## src/rtl/mem_arbiter.sv

```systemverilog
// mem_arbiter
//   Shares the single BRAM/SPRAM access port between the host requester (H,
//   UART command controller) and the compute requester (C, adder / NN core).
//   Fixed host priority, with a starvation guard that forces C to win after
//   MAX_WAIT denied IDLE cycles. Read data is returned to the issuing port.
//
// Handshake (both ports): a requester holds xx_req high with stable command
//   fields. Requests are only sampled in IDLE. xx_gnt pulses for one cycle
//   in the cycle the command is on the memory bus. By the cycle after gnt the
//   requester must drop req or present its next command. For reads,
//   xx_rvalid pulses once, RD_LAT cycles after gnt, with xx_rdata valid;
//   xx_rdata then holds until that port's next read returns.
//
// Ports:
//   clk, reset                 clock, synchronous active-high reset
//   h_* / c_*                  requester command inputs, gnt/rvalid/rdata out
//   mem_*                      shared memory port (mem_data_out is read data)
//   busy                       FSM not in IDLE
//   perf_h_grants, perf_c_grants, perf_c_stall
//                              16-bit saturating counters, live only when
//                              MEM_ARB_PERF_EN is defined, else tied to 0
//   dbg_state, dbg_starve_cnt  FSM state and starvation counter for debug
//
// Optional feature macro: MEM_ARB_PERF_EN

module mem_arbiter #(
  parameter int MEM_SELECT_BITS = 4,
  parameter int ADDR_BITS       = 14,
  parameter int DATA_BITS       = 16,
  parameter int RD_LAT          = 1,
  parameter int MAX_WAIT        = 8
) (
  input  logic                       clk,
  input  logic                       reset,
  input  logic                       h_req,
  input  logic                       h_we,
  input  logic                       h_bram_or_spram,
  input  logic [MEM_SELECT_BITS-1:0] h_sel,
  input  logic [ADDR_BITS-1:0]       h_addr,
  input  logic [DATA_BITS-1:0]       h_wdata,
  output logic                       h_gnt,
  output logic                       h_rvalid,
  output logic [DATA_BITS-1:0]       h_rdata,
  input  logic                       c_req,
  input  logic                       c_we,
  input  logic                       c_bram_or_spram,
  input  logic [MEM_SELECT_BITS-1:0] c_sel,
  input  logic [ADDR_BITS-1:0]       c_addr,
  input  logic [DATA_BITS-1:0]       c_wdata,
  output logic                       c_gnt,
  output logic                       c_rvalid,
  output logic [DATA_BITS-1:0]       c_rdata,
  output logic [MEM_SELECT_BITS-1:0] mem_select,
  output logic [ADDR_BITS-1:0]       mem_addr,
  output logic [DATA_BITS-1:0]       mem_data_in,
  output logic                       mem_rd_en,
  output logic                       mem_wr_en,
  output logic                       mem_bram_or_spram,
  input  logic [DATA_BITS-1:0]       mem_data_out,
  output logic                       busy,
  output logic [15:0]                perf_h_grants,
  output logic [15:0]                perf_c_grants,
  output logic [15:0]                perf_c_stall,
  output logic [1:0]                 dbg_state,
  output logic [15:0]                dbg_starve_cnt
);

  localparam int SW = (MAX_WAIT < 1) ? 1 : $clog2(MAX_WAIT + 1);

  typedef enum logic [1:0] {
    S_IDLE  = 2'd0,
    S_ISSUE = 2'd1,
    S_RWAIT = 2'd2
  } state_t;

  state_t                     state_q, state_d;
  logic                       owner_c_q, owner_c_d;   // 1 = C owns the access
  logic [MEM_SELECT_BITS-1:0] mem_select_q, mem_select_d;
  logic [ADDR_BITS-1:0]       mem_addr_q, mem_addr_d;
  logic [DATA_BITS-1:0]       mem_data_in_q, mem_data_in_d;
  logic                       mem_rd_en_q, mem_rd_en_d;
  logic                       mem_wr_en_q, mem_wr_en_d;
  logic                       mem_bos_q, mem_bos_d;
  logic                       h_gnt_q, h_gnt_d, c_gnt_q, c_gnt_d;
  logic                       h_rvalid_q, h_rvalid_d, c_rvalid_q, c_rvalid_d;
  logic [DATA_BITS-1:0]       h_rdata_q, h_rdata_d, c_rdata_q, c_rdata_d;
  logic [SW-1:0]              starve_q, starve_d;
  logic [2:0]                 lat_q, lat_d;           // cycles since mem_rd_en
  logic                       c_wins;

  always_comb begin
    c_wins        = c_req && (!h_req || (starve_q >= SW'(MAX_WAIT)));
    state_d       = state_q;
    owner_c_d     = owner_c_q;
    mem_select_d  = mem_select_q;
    mem_addr_d    = mem_addr_q;
    mem_data_in_d = mem_data_in_q;
    mem_bos_d     = mem_bos_q;
    mem_rd_en_d   = 1'b0;
    mem_wr_en_d   = 1'b0;
    h_gnt_d       = 1'b0;
    c_gnt_d       = 1'b0;
    h_rvalid_d    = 1'b0;
    c_rvalid_d    = 1'b0;
    starve_d      = starve_q;
    lat_d         = lat_q;
    // The rvalid cycle is the cycle memory data is valid; latch it so the
    // port keeps presenting it afterwards.
    h_rdata_d     = h_rvalid_q ? mem_data_out : h_rdata_q;
    c_rdata_d     = c_rvalid_q ? mem_data_out : c_rdata_q;

    unique case (state_q)
      S_IDLE: begin
        if (h_req || c_req) begin
          state_d   = S_ISSUE;
          owner_c_d = c_wins;
          if (c_wins) begin
            mem_select_d  = c_sel;
            mem_addr_d    = c_addr;
            mem_data_in_d = c_wdata;
            mem_bos_d     = c_bram_or_spram;
            mem_rd_en_d   = !c_we;
            mem_wr_en_d   = c_we;
            c_gnt_d       = 1'b1;
            starve_d      = '0;
          end else begin
            mem_select_d  = h_sel;
            mem_addr_d    = h_addr;
            mem_data_in_d = h_wdata;
            mem_bos_d     = h_bram_or_spram;
            mem_rd_en_d   = !h_we;
            mem_wr_en_d   = h_we;
            h_gnt_d       = 1'b1;
            if (c_req && (starve_q < SW'(MAX_WAIT))) starve_d = starve_q + 1'b1;
          end
        end
      end
      S_ISSUE: begin
        if (mem_wr_en_q) begin
          state_d = S_IDLE;
        end else begin
          state_d = S_RWAIT;
          lat_d   = 3'd1;
          if (RD_LAT == 1) begin
            h_rvalid_d = !owner_c_q;
            c_rvalid_d = owner_c_q;
          end
        end
      end
      S_RWAIT: begin
        if (h_rvalid_q || c_rvalid_q) begin
          state_d = S_IDLE;
        end else begin
          lat_d = lat_q + 3'd1;
          if ((lat_q + 3'd1) == 3'(RD_LAT)) begin
            h_rvalid_d = !owner_c_q;
            c_rvalid_d = owner_c_q;
          end
        end
      end
      default: state_d = S_IDLE;
    endcase
  end

  always_ff @(posedge clk) begin
    if (reset) begin
      state_q       <= S_IDLE;
      owner_c_q     <= 1'b0;
      mem_select_q  <= '0;
      mem_addr_q    <= '0;
      mem_data_in_q <= '0;
      mem_rd_en_q   <= 1'b0;
      mem_wr_en_q   <= 1'b0;
      mem_bos_q     <= 1'b0;
      h_gnt_q       <= 1'b0;
      c_gnt_q       <= 1'b0;
      h_rvalid_q    <= 1'b0;
      c_rvalid_q    <= 1'b0;
      h_rdata_q     <= '0;
      c_rdata_q     <= '0;
      starve_q      <= '0;
      lat_q         <= '0;
    end else begin
      state_q       <= state_d;
      owner_c_q     <= owner_c_d;
      mem_select_q  <= mem_select_d;
      mem_addr_q    <= mem_addr_d;
      mem_data_in_q <= mem_data_in_d;
      mem_rd_en_q   <= mem_rd_en_d;
      mem_wr_en_q   <= mem_wr_en_d;
      mem_bos_q     <= mem_bos_d;
      h_gnt_q       <= h_gnt_d;
      c_gnt_q       <= c_gnt_d;
      h_rvalid_q    <= h_rvalid_d;
      c_rvalid_q    <= c_rvalid_d;
      h_rdata_q     <= h_rdata_d;
      c_rdata_q     <= c_rdata_d;
      starve_q      <= starve_d;
      lat_q         <= lat_d;
    end
  end

  assign h_gnt             = h_gnt_q;
  assign c_gnt             = c_gnt_q;
  assign h_rvalid          = h_rvalid_q;
  assign c_rvalid          = c_rvalid_q;
  assign h_rdata           = h_rvalid_q ? mem_data_out : h_rdata_q;
  assign c_rdata           = c_rvalid_q ? mem_data_out : c_rdata_q;
  assign mem_select        = mem_select_q;
  assign mem_addr          = mem_addr_q;
  assign mem_data_in       = mem_data_in_q;
  assign mem_rd_en         = mem_rd_en_q;
  assign mem_wr_en         = mem_wr_en_q;
  assign mem_bram_or_spram = mem_bos_q;
  assign busy              = (state_q != S_IDLE);
  assign dbg_state         = state_q;
  assign dbg_starve_cnt    = 16'(starve_q);

`ifdef MEM_ARB_PERF_EN
  logic [15:0] perf_h_q, perf_h_d, perf_c_q, perf_c_d, perf_s_q, perf_s_d;

  always_comb begin
    perf_h_d = perf_h_q;
    perf_c_d = perf_c_q;
    perf_s_d = perf_s_q;
    if (h_gnt_q && (perf_h_q != 16'hFFFF)) perf_h_d = perf_h_q + 16'd1;
    if (c_gnt_q && (perf_c_q != 16'hFFFF)) perf_c_d = perf_c_q + 16'd1;
    if (c_req && !c_gnt_q && (perf_s_q != 16'hFFFF)) perf_s_d = perf_s_q + 16'd1;
  end

  always_ff @(posedge clk) begin
    if (reset) begin
      perf_h_q <= '0;
      perf_c_q <= '0;
      perf_s_q <= '0;
    end else begin
      perf_h_q <= perf_h_d;
      perf_c_q <= perf_c_d;
      perf_s_q <= perf_s_d;
    end
  end

  assign perf_h_grants = perf_h_q;
  assign perf_c_grants = perf_c_q;
  assign perf_c_stall  = perf_s_q;
`else
  assign perf_h_grants = '0;
  assign perf_c_grants = '0;
  assign perf_c_stall  = '0;
`endif

endmodule

```

## config.mk

```make
export PLATFORM = sky130hd
export DESIGN_NAME = mem_arbiter
export DESIGN_NICKNAME = d
export VERILOG_FILES = /design/src/rtl/mem_arbiter.sv
export SDC_FILE = /design/constraint.sdc
export NUM_CORES = 1
export LEC_CHECK = 0
export ABC_CLOCK_PERIOD_IN_PS = 3300
export CORE_ASPECT_RATIO = 0.6
export CORE_MARGIN = 8
export CORE_UTILIZATION = 42
export CTS_CLUSTER_SIZE = 25
export DETAILED_ROUTE_END_ITERATION = 10
export PLACE_DENSITY_LB_ADDON = 0.3
export SYNTH_ARGS = -nofsm -noshare
export SYNTH_HDL_FRONTEND = slang
export SYNTH_SLANG_ARGS = --single-unit
```

## constraint.sdc

```tcl
create_clock -name clk -period 3.3 [get_ports clk]
set_input_delay 0.495 -clock clk [delete_from_list [all_inputs] [get_ports clk]]
set_output_delay 0.495 -clock clk [all_outputs]
set_load 0.02 [all_outputs]
```

==> implementation parameters, run 1 <==
Parameter                              Value

Clock tree
  Setup bufs post-CTS ... 0
  CTS H-tree depth ... 3
  Source-to-sink clock delay at the later pin of the worst-skew pair ... 0.33 ns
  Hold_buf cts ... 0
  Clock root buffer master ... sky130_fd_sc_hd__clkbuf_16
  Quantity of gates resized following cts ... 0
  Clock sink count ... 83
  CTS tree ... done
  Maximum buffer depth of the clock tree ... 2
  TritonCTS buffer count ... 9
  Clk slew on worst S/H paths ... 0.06 ns

Run
  Number of maximum-capacitance constraint violations ... 0

Final layout
  Count of nets after finishing ... 710
  Fill count ... 865
  Antenna Diode Count ... 0
  Area overhead of the layout relative to synthesis ... 43.4%
  Layout Utilization ... 0.613
  Fraction of layout instances using a drive strength above 1 ... 0.0990

Timing
  Maximum frequency from static timing analysis ... 0.373 GHz
  Post-Route Hold Slack ... 0.468 ns
  Worst rel slew slack ... 0.433
  Final cycle utilization of the critical path ... 0.813
  Summed negative setup slack over all endpoints ... 0 ns
  Min setup slack post-route ... 0.618 ns
  Count of endpoints failing setup in the final report ... 0
  Post-layout min period ... 2.68 ns
  Worst-margin pin slew ... 0.849 ns
  Max Slew Vio Count ... 0
  Setup repair after global routing missed its margin ... false
  Setup skew after layout ... 0.00670 ns
  Final Hold Violating Endpoints ... 0

Detailed routing
  Wire length per cell after detailed routing ... 16.4 µm
  Iter 0 DRT Violations ... 212
  Via total after detailed routing ... 3674
  Drt via density ... 4.89
  Routed Wire Length ... 12300 µm
  Count of TritonRoute iterations in the first routing pass ... 7
  Number of nets still failing antenna checks after routing ... 0
  # DRC ... 0

Global routing
  Met2 track utilization from global routing ... 0.307
  Total global routing overflow ... 0
  Layer with the highest usage after global routing ... met2
  Global-route usage over all layers ... 0.176
  Via count of the first global-routing pass ... 3749
  Antenna violations before repair ... 0
  GR met1 Demand/Resource ... 0.211
  Maximum number of pins on one net before global-route repair ... 72
  First-pass GRT wire length ... 19100 µm
  Routing usage on met3 ... 0.0493

Hold path
  Worst hold path type ... reg -> reg

Power
  Leakage power total ... 2.31 nW
  Total power density per cell area ... 529 nW/µm²
  Worst IR Drop VDD ... 0.286 mV

Placed design
  Post-detailed-placement half-perimeter wirelength ... 9210 µm
  Count of buffers from port buffering ... 171
  Final weighted congestion in routability-driven placement ... 0.804
  Setup WS pre-CTS ... 0.858 ns

Logic synthesis
  Synthesized cell area ... 4160 µm²
  Average instance area after synthesis ... 9.05 µm²
  Register bit count reported by yosys ... 83
  Count of cell types in the netlist ... 40
  Cell count after synthesis ... 460
  Register area share after synthesis ... 0.399
  Count of yosys warnings during synthesis ... 0

Die
  Io pins ... 232
  Starting Density ... 0.428
  Site Rows ... 28
  Area of the die ... 13500 µm²
  Die span in y ... 93.1 µm
  Total core area ... 9740 µm²
  Die width ... 145 µm

Setup path
  Signal arrival time at the worst endpoint ... 2.19 ns
  Critical path type ... reg -> out
  Worst path required time ... 2.80 ns
  Worst-path fanout max ... 18
  Startpoint kind of the worst setup timing path ... register
  Capturing element type of the critical path ... output pin

Status
  Status ... complete, no violations
synthesized netlist by cell type:
cell type | n | area (µm²)
sky130_fd_sc_hd__o21ai_1 | 5 | 25.0
sky130_fd_sc_hd__xnor2_1 | 1 | 8.76
sky130_fd_sc_hd__nor3b_1 | 3 | 22.5
sky130_fd_sc_hd__and3b_1 | 1 | 8.76
sky130_fd_sc_hd__nand2b_1 | 2 | 12.5
sky130_fd_sc_hd__or4b_1 | 1 | 10.0
sky130_fd_sc_hd__mux2_2 | 32 | 360
sky130_fd_sc_hd__o31ai_1 | 2 | 15.0
sky130_fd_sc_hd__buf_6 | 5 | 56.3
sky130_fd_sc_hd__a21oi_1 | 7 | 35.0
sky130_fd_sc_hd__conb_1 | 1 | 3.75
sky130_fd_sc_hd__clkbuf_1 | 12 | 45.0
sky130_fd_sc_hd__o21a_1 | 1 | 7.51
sky130_fd_sc_hd__ha_1 | 7 | 87.6
sky130_fd_sc_hd__or2_2 | 1 | 6.26
sky130_fd_sc_hd__o21ai_0 | 33 | 165
sky130_fd_sc_hd__buf_2 | 12 | 60.1
sky130_fd_sc_hd__a211o_1 | 2 | 17.5
sky130_fd_sc_hd__dfxtp_1 | 83 | 1660
sky130_fd_sc_hd__and4_1 | 1 | 8.76
sky130_fd_sc_hd__a311oi_1 | 35 | 307
sky130_fd_sc_hd__inv_2 | 1 | 3.75
sky130_fd_sc_hd__nor3_1 | 2 | 10.0
sky130_fd_sc_hd__xor2_1 | 1 | 8.76
sky130_fd_sc_hd__nor4_1 | 1 | 6.26
sky130_fd_sc_hd__o211ai_1 | 1 | 7.51
sky130_fd_sc_hd__a41oi_1 | 1 | 8.76
sky130_fd_sc_hd__a31o_2 | 1 | 8.76
sky130_fd_sc_hd__nand3_1 | 38 | 190
sky130_fd_sc_hd__nor2_1 | 39 | 146
sky130_fd_sc_hd__and2b_1 | 1 | 7.51
sky130_fd_sc_hd__nor4b_1 | 1 | 8.76
sky130_fd_sc_hd__or3_1 | 3 | 18.8
sky130_fd_sc_hd__buf_4 | 68 | 510
sky130_fd_sc_hd__clkbuf_2 | 1 | 5.00
sky130_fd_sc_hd__nand4_1 | 4 | 25.0
sky130_fd_sc_hd__a211oi_1 | 1 | 7.51
sky130_fd_sc_hd__inv_1 | 8 | 30.0
sky130_fd_sc_hd__nor2b_1 | 33 | 206
sky130_fd_sc_hd__nand2_1 | 8 | 30.0
layer usage:
layer | vias up | part of all wire | wire (µm)
met5 | - | 0 | 0
met4 | 0 | 0.0056 | 69
met3 | 6 | 0.085 | 1040
met2 | 163 | 0.48 | 5950
met1 | 1715 | 0.43 | 5290
li1 | 1790 | - | -
report_power, final:
group / switching (W) / internal, W / total, W
logic: 0.000499 / 0.000411 / 0.000909
clock network: 0.000385 / 0.000700 / 0.00109
registers: 0.0000614 / 0.00111 / 0.00117
metrics by stage:
stage | instances | cell area [µm²] | power [W]
2_1_floorplan | 519 | 4390 | 0.00177
3_3_place_gp | 735 | 5650 | 0.00208
3_5_place_dp | 735 | 5650 | 0.00210
4_1_cts | 751 | 5970 | 0.00319
5_1_grt | 751 | 5970 | 0.00332
6_report | 751 | 5970 | 0.00316
path summary, 6_finish.rpt:
check        cells past startpoint  slack, ns              end          from
max                              2       0.62       h_rdata[9]      h_rvalid
min                              2       0.47         c_rvalid     owner_c_q
max reg2reg                      6       1.25  mem_data_in[10]  dbg_state[1]
min reg2reg                      2       0.47         c_rvalid     owner_c_q
kinds of logic (layout without fill, tap and decap cells):
| group | count (synthesis) | after routing | synth area share |
|---|---|---|---|
| simple gates | 139 | 139 | 0.172 |
| buf+inv | 107 | 204 | 0.171 |
| compound gates | 89 | 89 | 0.145 |
| flops | 83 | 83 | 0.399 |
| mux | 32 | 32 | 0.0865 |
| fa+ha+maj | 7 | 7 | 0.0210 |
| xor+xnor | 2 | 2 | 0.00421 |
| other cells | 1 | 60 | 0.000901 |
placed cells by master (no fill, tap or decap), types with 2 or more instances in the layout:
master | synthesis | routed
sky130_fd_sc_hd__a21oi_1 | 7 | 7
sky130_fd_sc_hd__inv_1 | 8 | 8
sky130_fd_sc_hd__nand4_1 | 4 | 4
sky130_fd_sc_hd__clkbuf_16 | 0 | 9
sky130_fd_sc_hd__mux2_2 | 32 | 32
sky130_fd_sc_hd__or3_1 | 3 | 3
sky130_fd_sc_hd__nand3_1 | 38 | 38
sky130_fd_sc_hd__dfxtp_1 | 83 | 83
sky130_fd_sc_hd__bufinv_16 | 0 | 2
sky130_fd_sc_hd__a311oi_1 | 35 | 35
sky130_fd_sc_hd__ha_1 | 7 | 7
sky130_fd_sc_hd__clkdlybuf4s50_1 | 0 | 170
sky130_fd_sc_hd__nor3b_1 | 3 | 3
sky130_fd_sc_hd__buf_4 | 68 | 8
sky130_fd_sc_hd__conb_1 | 1 | 60
sky130_fd_sc_hd__o21ai_1 | 5 | 5
sky130_fd_sc_hd__nor3_1 | 2 | 2
sky130_fd_sc_hd__clkinv_2 | 0 | 3
sky130_fd_sc_hd__nor2_1 | 39 | 39
sky130_fd_sc_hd__clkbuf_8 | 0 | 2
sky130_fd_sc_hd__a211o_1 | 2 | 2
sky130_fd_sc_hd__o21ai_0 | 33 | 33
sky130_fd_sc_hd__nand2_1 | 8 | 8
sky130_fd_sc_hd__nand2b_1 | 2 | 2
sky130_fd_sc_hd__nor2b_1 | 33 | 33
sky130_fd_sc_hd__o31ai_1 | 2 | 2
critical path: stages (launching register included):
cell	delay (ns)
sky130_fd_sc_hd__dfxtp_1	0.87
sky130_fd_sc_hd__mux2_2	0.43
sky130_fd_sc_hd__clkdlybuf4s50_1	0.56
flip-flops by register name, summed over array words and instances, names as in the netlist, 2 cells and up:
signal	flops
c_rdata_q	16
h_rdata_q	16
mem_data_in	16
mem_addr	14
mem_select	4
starve_q	4
lat_q	3
dbg_state	2
final cells by class:
type                    count  area [µm²]  area share
clock buffers              11         253      0.0423
repair buffers            179        1770       0.296
well taps                 135         169      0.0283
multi-input cells         329        2010       0.337
clock inverters             5        75.1      0.0126
inverters                   9        33.8     0.00566
flip-flops and latches     83        1660       0.278
(Power assumes the default switching activity.)
==> run 2: changes to the inputs <==
--- a/config.mk
+++ b/config.mk
@@ -5,10 +5,10 @@
 export SDC_FILE = /design/constraint.sdc
 export NUM_CORES = 1
 export LEC_CHECK = 0
-export ABC_CLOCK_PERIOD_IN_PS = 3300
+export ABC_CLOCK_PERIOD_IN_PS = 2690
 export CORE_ASPECT_RATIO = 0.6
 export CORE_MARGIN = 8
-export CORE_UTILIZATION = 42
+export CORE_UTILIZATION = 39
 export CTS_CLUSTER_SIZE = 25
 export DETAILED_ROUTE_END_ITERATION = 10
 export PLACE_DENSITY_LB_ADDON = 0.3
==> constraint.sdc (replaced) <==
create_clock -name clk -period 2.69 [get_ports clk]
set_input_delay 0.4035 -clock clk [delete_from_list [all_inputs] [get_ports clk]]
set_output_delay 0.4035 -clock clk [all_outputs]
set_load 0.02 [all_outputs]
==> run 2 against run 1 <==
  * Final area is 0.17% lower
  * First-iteration DRC count fell by 7.1%
  * Count of clock-buffer cells in the layout up 2
  * Worst setup slack worse by 0.20 ns
  * Clock power grew 6%
  * Clock skew shrank 0.0017 ns
  * Power grew 18%
  * Flip-flop and latch count is the same
  * Largest cell class unchanged
  * Register-to-register slack got worse by 0.30 ns
  * Sequential share of layout area hardly changed
  * Die area increased by 6.6%
==> implementation parameters, run 2 (synthesized netlist as in run 1, its figures left out) <==
Parameter                              Value

Hold path
  Worst hold path type ... reg -> reg (unchanged)

Clock tree
  CTS H-tree depth ... 3 (unchanged)
  Clk slew on worst S/H paths ... 0.06 ns (about the same)
  Source-to-sink clock delay at the later pin of the worst-skew pair ... 0.33 ns (about the same)
  Clock sink count ... 83 (unchanged)
  Setup bufs post-CTS ... 0 (unchanged)
  Maximum buffer depth of the clock tree ... 2 (unchanged)
  Quantity of gates resized following cts ... 0 (unchanged)
  TritonCTS buffer count ... 9 (unchanged)
  Hold_buf cts ... 0 (unchanged)
  CTS tree ... done (unchanged)
  Clock root buffer master ... sky130_fd_sc_hd__clkbuf_16 (unchanged)

Timing
  Count of endpoints failing setup in the final report ... 0 (unchanged)
  Max Slew Vio Count ... 0 (unchanged)
  Post-layout min period ... 2.27 ns
  Worst-margin pin slew ... 0.789 ns (was 0.849 ns)
  Maximum frequency from static timing analysis ... 0.440 GHz
  Setup skew after layout ... 0.00497 ns (was 0.00670 ns)
  Setup repair after global routing missed its margin ... false (unchanged)
  Worst rel slew slack ... 0.474 (was 0.433)
  Min setup slack post-route ... 0.416 ns (was 0.618 ns)
  Summed negative setup slack over all endpoints ... 0 ns (unchanged)
  Final cycle utilization of the critical path ... 0.845
  Final Hold Violating Endpoints ... 0 (unchanged)

Setup path
  Worst path required time ... 2.29 ns (was 2.80 ns)
  Top cell family by delay on the critical path ... buffers and inverters (was flip-flops)
  Crit-path max cell delay ... 0.56 ns (was 0.87 ns)
  Worst-path fanout max ... 20 (was 18)
  Worst path depth ... 3 (was 2)
  First element of the critical path ... c_rvalid (was h_rvalid)
  Startpoint kind of the worst setup timing path ... register (unchanged)
  Critical path type ... reg -> out (unchanged)
  Critical-path cell list ... buf_4 > mux2_2 > clkdlybuf4s50_1 (was mux2_2 > clkdlybuf4s50_1)
  Highest-delay cell along the critical path ... sky130_fd_sc_hd__clkdlybuf4s50_1 (was sky130_fd_sc_hd__dfxtp_1)
  Crit Reg-Reg Endpoint ... mem_data_in[15] (was mem_data_in[10])
  Total buffers and inverters traversed by the critical path ... 2 (was 1)
  Capturing element type of the critical path ... output pin (unchanged)
  Capturing instance or port of the critical path ... c_rdata[10] (was h_rdata[9])
  Register-to-Register Path Depth ... 6 (unchanged)
  Reg-to-reg setup timing slack ... 0.95 ns (was 1.25 ns)
  Start of the worst register-to-register path ... dbg_state[0] (was dbg_state[1])
  Signal arrival time at the worst endpoint ... 1.87 ns (was 2.19 ns)

Detailed routing
  Wire length per cell after detailed routing ... 16.8 µm (was 16.4 µm)
  Count of TritonRoute iterations in the first routing pass ... 4 (was 7)
  Iter 0 DRT Violations ... 197 (was 212)
  Via total after detailed routing ... 3721 (was 3674)
  Drt via density ... 4.93 (was 4.89)
  Routed Wire Length ... 12700 µm (was 12300 µm)
  Number of nets still failing antenna checks after routing ... 0 (unchanged)
  # DRC ... 0 (unchanged)

Placed design
  Post-detailed-placement half-perimeter wirelength ... 9400 µm (was 9210 µm)
  Instance area at placement ... 5680 µm² (was 5650 µm²)
  Count of buffers from port buffering ... 171 (unchanged)
  Setup WS pre-CTS ... 0.511 ns (was 0.858 ns)
  Final weighted congestion in routability-driven placement ... 0.729 (was 0.804)

Final layout
  Layout Utilization ... 0.569 (was 0.613)
  Area of all placed cells without fillers ... 5960 µm² (was 5970 µm²)
  Count of nets after finishing ... 711 (was 710)
  Fraction of layout instances using a drive strength above 1 ... 0.0974 (was 0.0990)
  Antenna Diode Count ... 0 (unchanged)
  Area overhead of the layout relative to synthesis ... 43.2% (was 43.4%)
  Most frequent cells in the layout ... sky130_fd_sc_hd__clkdlybuf4s50_1 (170), sky130_fd_sc_hd__dfxtp_1 (83), sky130_fd_sc_hd__conb_1 (60) (unchanged)
  Multi-input gate area in the final layout ... 2010 µm² (unchanged)
  Fill count ... 914 (was 865)
  Register area ... 1660 µm² (unchanged)
  Most common cell after layout, fill and taps aside ... sky130_fd_sc_hd__clkdlybuf4s50_1 (unchanged)

Die
  Site Rows ... 29 (was 28)
  Total core area ... 10500 µm² (was 9740 µm²)
  Area of the die ... 14300 µm² (was 13500 µm²)
  Die span in y ... 96.0 µm (was 93.1 µm)
  Io pins ... 232 (unchanged)
  Starting Density ... 0.397 (was 0.428)
  Die width ... 149 µm (was 145 µm)

Power
  Switching part of the total ... 0.310 (was 0.299)
  Total power density per cell area ... 624 nW/µm² (was 529 nW/µm²)
  Net switching power ... 0.00116 W (was 0.000945 W)
  Internal Dissipation ... 0.00257 W (was 0.00222 W)
  Leakage power total ... 2.30 nW (was 2.31 nW)
  Worst IR Drop VDD ... 0.303 mV (was 0.286 mV)
  Proportion of power drawn by the clock network ... 0.310 (was 0.343)
  Combinational Power Share ... 0.307 (was 0.288)
  Share of power burned in registers ... 0.383 (was 0.369)
  Total power draw ... 0.00372 W (was 0.00316 W)

Global routing
  Maximum number of pins on one net before global-route repair ... 73 (was 72)
  Global-route usage over all layers ... 0.173 (was 0.176)
  Via count of the first global-routing pass ... 3829 (was 3749)
  Antenna violations before repair ... 0 (unchanged)
  Total global routing overflow ... 0 (unchanged)
  First-pass GRT wire length ... 20000 µm (was 19100 µm)

Status
  Status ... complete, no violations (unchanged)

Run
  Number of maximum-capacitance constraint violations ... 0 (unchanged)
==> run 2: cell types whose count changed in the layout (fill, tap and decap cells not counted), sizes merged <==
| cell | previous run | this run |
|---|---|---|
| clkbuf | 11 | 13 |
| bufinv | 2 | 0 |
| buf | 9 | 10 |
| clkinv | 3 | 2 |
==> run 2: routing by layer <==
metal,wire [µm],vias up,track usage
li1,-,1801,-
met1,5550,1765,0.207
met2,6180,148,0.302
met3,895,7,0.0545
met4,65,0,0.0334
met5,0,-,0
==> run 2: cell type report <==
cell class	count	share of cell area
clock buffers	13	0.0453
multi-input cells	329	0.338
flip-flops and latches	83	0.279
well taps	139	0.0292
inverters	9	0.00567
clock inverters	2	0.00168
repair buffers	180	0.302
==> run 2: stage by stage <==
stage	std cells	hold slack, ns
after detailed placement	740	0.452
after global placement	740	0.446
after global routing	755	0.482
final	755	0.456
after floorplan	519	0.423
after CTS	755	0.457
==> run 2: power by group through the flow <==
stage | logic [W] | registers, W | clock network, W
final | 0.00114 | 0.00142 | 0.00115
after global routing | 0.00123 | 0.00144 | 0.00125
after floorplan | 0.000592 | 0.00158 | 0
after CTS | 0.00115 | 0.00142 | 0.00119
after global placement | 0.00112 | 0.00144 | 0
after detailed placement | 0.00114 | 0.00145 | 0
==> run 2: how the worst min path moves through the flow <==
stage / start / endpoint / slack [ns] / depth (start not counted)
2_1_floorplan: owner_c_q / h_rvalid / 0.42 / 1
5_1_grt: owner_c_q / h_rvalid / 0.48 / 1
3_3_place_gp: owner_c_q / c_rvalid / 0.45 / 2
3_5_place_dp: owner_c_q / c_rvalid / 0.45 / 2
6_report: owner_c_q / c_rvalid / 0.46 / 2
4_1_cts: owner_c_q / c_rvalid / 0.46 / 2
==> run 2: worst register-to-register path: stages (launching register included) <==
cell,delay [ns]
sky130_fd_sc_hd__dfxtp_1,0.33
sky130_fd_sc_hd__inv_1,0.11
sky130_fd_sc_hd__ha_1,0.32
sky130_fd_sc_hd__o21a_2,0.22
sky130_fd_sc_hd__buf_12,0.29
sky130_fd_sc_hd__nor2_1,0.09
sky130_fd_sc_hd__a311oi_1,0.27
